File: config.mk
export PLATFORM = sky130hd
export DESIGN_NAME = cdb_arbiter
export DESIGN_NICKNAME = d
export VERILOG_FILES = /design/src/rtl/cdb_arbiter.sv
export SDC_FILE = /design/constraint.sdc
export NUM_CORES = 1
export LEC_CHECK = 0
export ABC_AREA = 1
export BUFFER_PORTS_ARGS = -buffer_cell sky130_fd_sc_hd__buf_2
export CAP_MARGIN = 20
export CORE_ASPECT_RATIO = 0.75
export CORE_UTILIZATION = 53
export DETAILED_ROUTE_END_ITERATION = 7
export PLACE_DENSITY = 0.79
export SETUP_SLACK_MARGIN = 0.02
export SLEW_MARGIN = 20
export SYNTH_ARGS = -nofsm -noshare
export SYNTH_HDL_FRONTEND = slang
export SYNTH_SLANG_ARGS = --single-unit
export TNS_END_PERCENT = 50
File: constraint.sdc
create_clock -name clk -period 5.2 [get_ports clk]
set_input_delay 0.52 -clock clk [delete_from_list [all_inputs] [get_ports clk]]
set_output_delay 0.52 -clock clk [all_outputs]
set_load 0.03 [all_outputs]
File: src/rtl/cdb_arbiter.sv
// CDB write-back arbiter: round-robin grant of up to CDB_COUNT result FIFOs per cycle, with starvation override.
// Optional performance counters are enabled by defining CDB_ARB_PERF_EN.
module cdb_arbiter #(
  parameter int REQ_COUNT    = 4,
  parameter int CDB_COUNT    = 2,
  parameter int STARVE_LIMIT = 7,
  parameter int DATA_W       = 32
) (
  input  logic                              clk,
  input  logic                              rst,
  input  logic                              flush,
  input  logic [REQ_COUNT-1:0]              req_valid_i,
  input  logic [REQ_COUNT-1:0][DATA_W-1:0]  req_data_i,
  output logic [REQ_COUNT-1:0]              req_ready_o,
  input  logic                              cdb_ready_i,
  output logic [CDB_COUNT-1:0]              cdb_valid_o,
  output logic [CDB_COUNT-1:0][DATA_W-1:0]  cdb_data_o
`ifdef CDB_ARB_PERF_EN
  ,
  output logic [31:0]                       perf_grant_cnt_o,
  output logic [31:0]                       perf_stall_cnt_o
`endif
);

  localparam int IDX_W = (REQ_COUNT > 1) ? $clog2(REQ_COUNT) : 1;
  localparam int CNT_W = $clog2(STARVE_LIMIT + 1);
  localparam logic [CNT_W-1:0] LIMIT = CNT_W'(STARVE_LIMIT);

  logic [IDX_W-1:0]                 rr_q;
  logic [IDX_W-1:0]                 rr_next;
  logic [REQ_COUNT-1:0][CNT_W-1:0]  wait_q;
  logic [REQ_COUNT-1:0]             starved;
  logic [REQ_COUNT-1:0]             grant;
  logic [CDB_COUNT-1:0]             slot_valid;
  logic [CDB_COUNT-1:0][DATA_W-1:0] slot_data;
  logic                             rr_hit;
  logic                             load;

  assign load = ~(|cdb_valid_o) | cdb_ready_i;

  always_comb begin
    for (int i = 0; i < REQ_COUNT; i++) begin
      starved[i] = req_valid_i[i] && (wait_q[i] == LIMIT);
    end
  end

  always_comb begin
    int               slot_cnt;
    int               sum;
    logic [IDX_W-1:0] idx;
    logic [IDX_W-1:0] last_rr;
    grant      = '0;
    slot_valid = '0;
    slot_data  = '0;
    rr_hit     = 1'b0;
    slot_cnt   = 0;
    sum        = 0;
    idx        = '0;
    last_rr    = rr_q;
    rr_next    = rr_q;
    // starved requesters take the lowest slots in ascending index order
    for (int i = 0; i < REQ_COUNT; i++) begin
      if (starved[i] && slot_cnt < CDB_COUNT) begin
        grant[i] = 1'b1;
        for (int s = 0; s < CDB_COUNT; s++) begin
          if (s == slot_cnt) begin
            slot_valid[s] = 1'b1;
            slot_data[s]  = req_data_i[i];
          end
        end
        slot_cnt = slot_cnt + 1;
      end
    end
    for (int k = 0; k < REQ_COUNT; k++) begin
      sum = int'(rr_q) + k;
      if (sum >= REQ_COUNT) sum = sum - REQ_COUNT;
      idx = IDX_W'(sum);
      if (req_valid_i[idx] && !grant[idx] && slot_cnt < CDB_COUNT) begin
        grant[idx] = 1'b1;
        for (int s = 0; s < CDB_COUNT; s++) begin
          if (s == slot_cnt) begin
            slot_valid[s] = 1'b1;
            slot_data[s]  = req_data_i[idx];
          end
        end
        slot_cnt = slot_cnt + 1;
        last_rr  = idx;
        rr_hit   = 1'b1;
      end
    end
    sum = int'(last_rr) + 1;
    if (sum >= REQ_COUNT) sum = 0;
    rr_next = IDX_W'(sum);
  end

  assign req_ready_o = grant & {REQ_COUNT{load & ~rst & ~flush}};

  always_ff @(posedge clk) begin
    if (rst || flush) begin
      cdb_valid_o <= '0;
      cdb_data_o  <= '0;
      rr_q        <= '0;
      wait_q      <= '0;
    end else begin
      if (load) begin
        cdb_valid_o <= slot_valid;
        cdb_data_o  <= slot_data;
        if (rr_hit) rr_q <= rr_next;
      end
      // counters keep running while the CDB is stalled so starvation is still seen
      for (int i = 0; i < REQ_COUNT; i++) begin
        if (!req_valid_i[i] || req_ready_o[i]) begin
          wait_q[i] <= '0;
        end else if (wait_q[i] != LIMIT) begin
          wait_q[i] <= wait_q[i] + 1'b1;
        end
      end
    end
  end

`ifdef CDB_ARB_PERF_EN
  // perf counters survive flush; only rst clears them
  always_ff @(posedge clk) begin
    if (rst) begin
      perf_grant_cnt_o <= '0;
      perf_stall_cnt_o <= '0;
    end else begin
      perf_grant_cnt_o <= perf_grant_cnt_o + 32'($countones(req_ready_o & req_valid_i));
      if ((|cdb_valid_o) && !cdb_ready_i && !flush) begin
        perf_stall_cnt_o <= perf_stall_cnt_o + 32'd1;
      end
    end
  end
`endif

endmodule

==> impl_metrics.env <==
export IMPL_hold_path_class="register to register"
export IMPL_cts_hold_buffers=0
export IMPL_nets=2288
export IMPL_finalCritPeriodShare=0.984
export IMPL_power_switching_mw=6.55
export IMPL_yosys_top_cells_count="nand2_1 (583), o21ai_0 (408), inv_1 (177)"
export IMPL_syn2layout_area_growth_pct=16.1
export IMPL_clk_pin_slew_ns=0.07
export IMPL_coreArea_um2=21200
export IMPL_die_y_um=130
export IMPL_critPathKind="register to output pin"
export IMPL_arrival_ns=4.60
export IMPL_portBuffers=205
export IMPL_p_total_mw=10.7
export IMPL_grt_pass1_vias=13600
export IMPL_peakVddDrop_mv=0.634
export IMPL_track_usage=0.372
export IMPL_synth_flop_cell="dfxtp_1"
export IMPL_clkPwrFrac=0.069
export IMPL_die_area_um2=22400
export IMPL_p_seq_frac=0.096
export IMPL_synth_fp_nets=2181
export IMPL_die_x_um=172
export IMPL_yosysSeqAreaShare=0.139
export IMPL_hpwl_um=27600
export IMPL_antenna_found_initial=6
export IMPL_placed_cells=2385
export IMPL_status="finished, final reports clean"
export IMPL_slew_limit_headroom=0.211
export IMPL_place_congestion=0.928
export IMPL_layoutNonFillerInstCount=2424
export IMPL_firstDrtPassIters=8
export IMPL_cp_required_ns=4.68
export IMPL_drc=0
export IMPL_intPower_mw=4.18
export IMPL_tns_ns=0
export IMPL_synth_area_um2=11500
export IMPL_fillers=1947
export IMPL_avgSynthCellArea_um2=5.71
export IMPL_p_sw_frac=0.610
export IMPL_hold_violations=0
export IMPL_grt_max_degree=114
export IMPL_cts_root_buf="clkbuf_16"
export IMPL_whs_ns=0.468
export IMPL_grt_overflow=0
export IMPL_cts_path_max_buffers=2
export IMPL_max_slew_worst_pin_slew_ns=1.18
export IMPL_ioPinCount=206
export IMPL_synth_area_top_cells="nand2_1 (19%), o21ai_0 (18%), dfxtp_1 (14%)"
export IMPL_wire_per_inst_um=17.6
export IMPL_cts_buffers=9
export IMPL_initialDrtViolationCount=1650
export IMPL_async_flop_share=0
export IMPL_drive_above_1_share=0.219
export IMPL_p_leak_nw=6.06
export IMPL_htree_levels=3
export IMPL_vias_per_cell=6.07
export IMPL_finalSetupViolCount=0
export IMPL_postPlaceCellArea_um2=12700
export IMPL_yosysTopAreaCell="nand2_1"
export IMPL_routed_wl_um=42600
export IMPL_dp_slack_ns=-0.0394
export IMPL_ys_types=41
export IMPL_crit_path_start_kind="register"
export IMPL_crit_buf_inv=11
export IMPL_worst_clock_skew_ns=0.00829
export IMPL_ant_nets=0
export IMPL_powerDensity_nw_per_um2=801
export IMPL_fin_area_um2=13400
export IMPL_yosysTopAreaCellShare=0.190
export IMPL_vias=14700
export IMPL_slowest_delay_ns=0.36
export IMPL_fin_ws_ns=0.0822
export IMPL_cap_violations=0
export IMPL_endpoint_kind="output pin"
export IMPL_initial_core_util=0.543
export IMPL_crit_family="adder cells"
export IMPL_yosysWarnings=0
export IMPL_synth_most_common_cell="nand2_1"
export IMPL_combPwrFrac=0.836
export IMPL_layout_min_cycle_time_ns=5.12
export IMPL_grt_pass1_wl_um=66400
export IMPL_fmax_mhz=195
export IMPL_syn_inst=2020
export IMPL_ys_ff_latch=80
export IMPL_crit_fanout=4
export IMPL_cp_slowest_cell="dfxtp_4"
export IMPL_clkLatencyLatePin_ns=0.36
export IMPL_synth_edf_count=0
export IMPL_placement_rows=46
export IMPL_final_util=0.631
export IMPL_clock_sinks=80
export IMPL_drv_slew=0
export IMPL_cts_tree="built"
## kinds of logic (layout without fill, tap and decap cells)
family	Yosys count	in the layout	synth area share
and+or+nand+nor	847	847	0.309
AOI/OAI and AO/OA	662	662	0.352
buffers and inverters	357	469	0.127
DFF	80	80	0.139
muxes	40	40	0.0382
adders and majority gates	25	25	0.0271
xor gates and xnor gates	9	9	0.00748
other	0	4	0
## per-layer routing
metal | GRT usage | vias up | share of wire
li1 | - | 7051 | -
met2 | 0.585 | 983 | 0.43
met3 | 0.115 | 164 | 0.14
met5 | 0 | - | 0.00068
met1 | 0.458 | 6507 | 0.40
met4 | 0.194 | 4 | 0.037
## worst paths after layout
kind	startpoint	to	slack, ns	cells after the start
min reg2reg	cdb_data_o[13]	cdb_data_o[13]	0.47	2
max reg2reg	wait_q[0]	cdb_data_o[31]	0.31	34
max	wait_q[0]	req_ready_o[1]	0.08	34
min	cdb_data_o[13]	cdb_data_o[13]	0.47	2
## cells in the final DEF, fill, tap and decap left out, types with 11 or more instances in the layout
master,Yosys,layout
buf_4,3,53
o211ai_2,60,60
ha_1,25,13
a211oi_1,32,32
buf_2,24,201
inv_1,177,160
nand2_1,583,576
nor3_1,33,33
a21oi_1,85,85
nor2_1,94,84
o211ai_1,23,23
a32oi_1,14,14
dfxtp_1,80,75
ha_4,0,11
mux2_2,32,32
o21ai_0,408,408
o311ai_0,18,18
nor2_4,6,14
inv_2,6,20
nand2_2,6,12
nand3_1,96,93
nand4_1,11,11
a31oi_1,18,18
## layout make-up
cell class	count	area, um2	area share
Sequential cell	80	1610	0.120
Timing Repair Buffer	269	1660	0.124
Clock inverter	6	82.6	0.00616
Clock buffer	10	239	0.0178
Tap cell	288	360	0.0269
Antenna cell	4	10.0	0.000747
Inverter	184	698	0.0521
Multi-Input combinational cell	1583	8740	0.652
## power groups by stage
stage | logic (mW) | clock network, mW | registers [mW]
after floorplan | 6.25 | 0 | 1.38
after global placement | 8.18 | 0 | 1.03
after detailed placement | 8.38 | 0 | 1.03
after CTS | 8.50 | 0.731 | 1.02
after global routing | 9.74 | 0.754 | 1.05
final | 8.96 | 0.736 | 1.03
## state kept, by name (all words and copies together), names as in the netlist
register / flops
cdb_data_o: 64
cdb_valid_o: 2
wait_q: 12
rr_q: 2
## worst min-delay path, delay by kind of cell (launching register included)
family / cells / cell delay (ns)
flip-flops: 1 / 0.31
AND/OR/NAND/NOR: 2 / 0.12
## repair_timing
| item | 4_1_cts | 5_1_grt |
|---|---|---|
| setup buffers | 8 | 11 |
| gates resized for setup | 24 | 28 |
| cloned | 0 | 0 |
| setup endpoints to repair | 4 | 64 |
| pin swaps | 5 | 9 |
| hold endpoints to repair | 0 | 0 |
No activity file was read; power rests on OpenSTA's default activity.
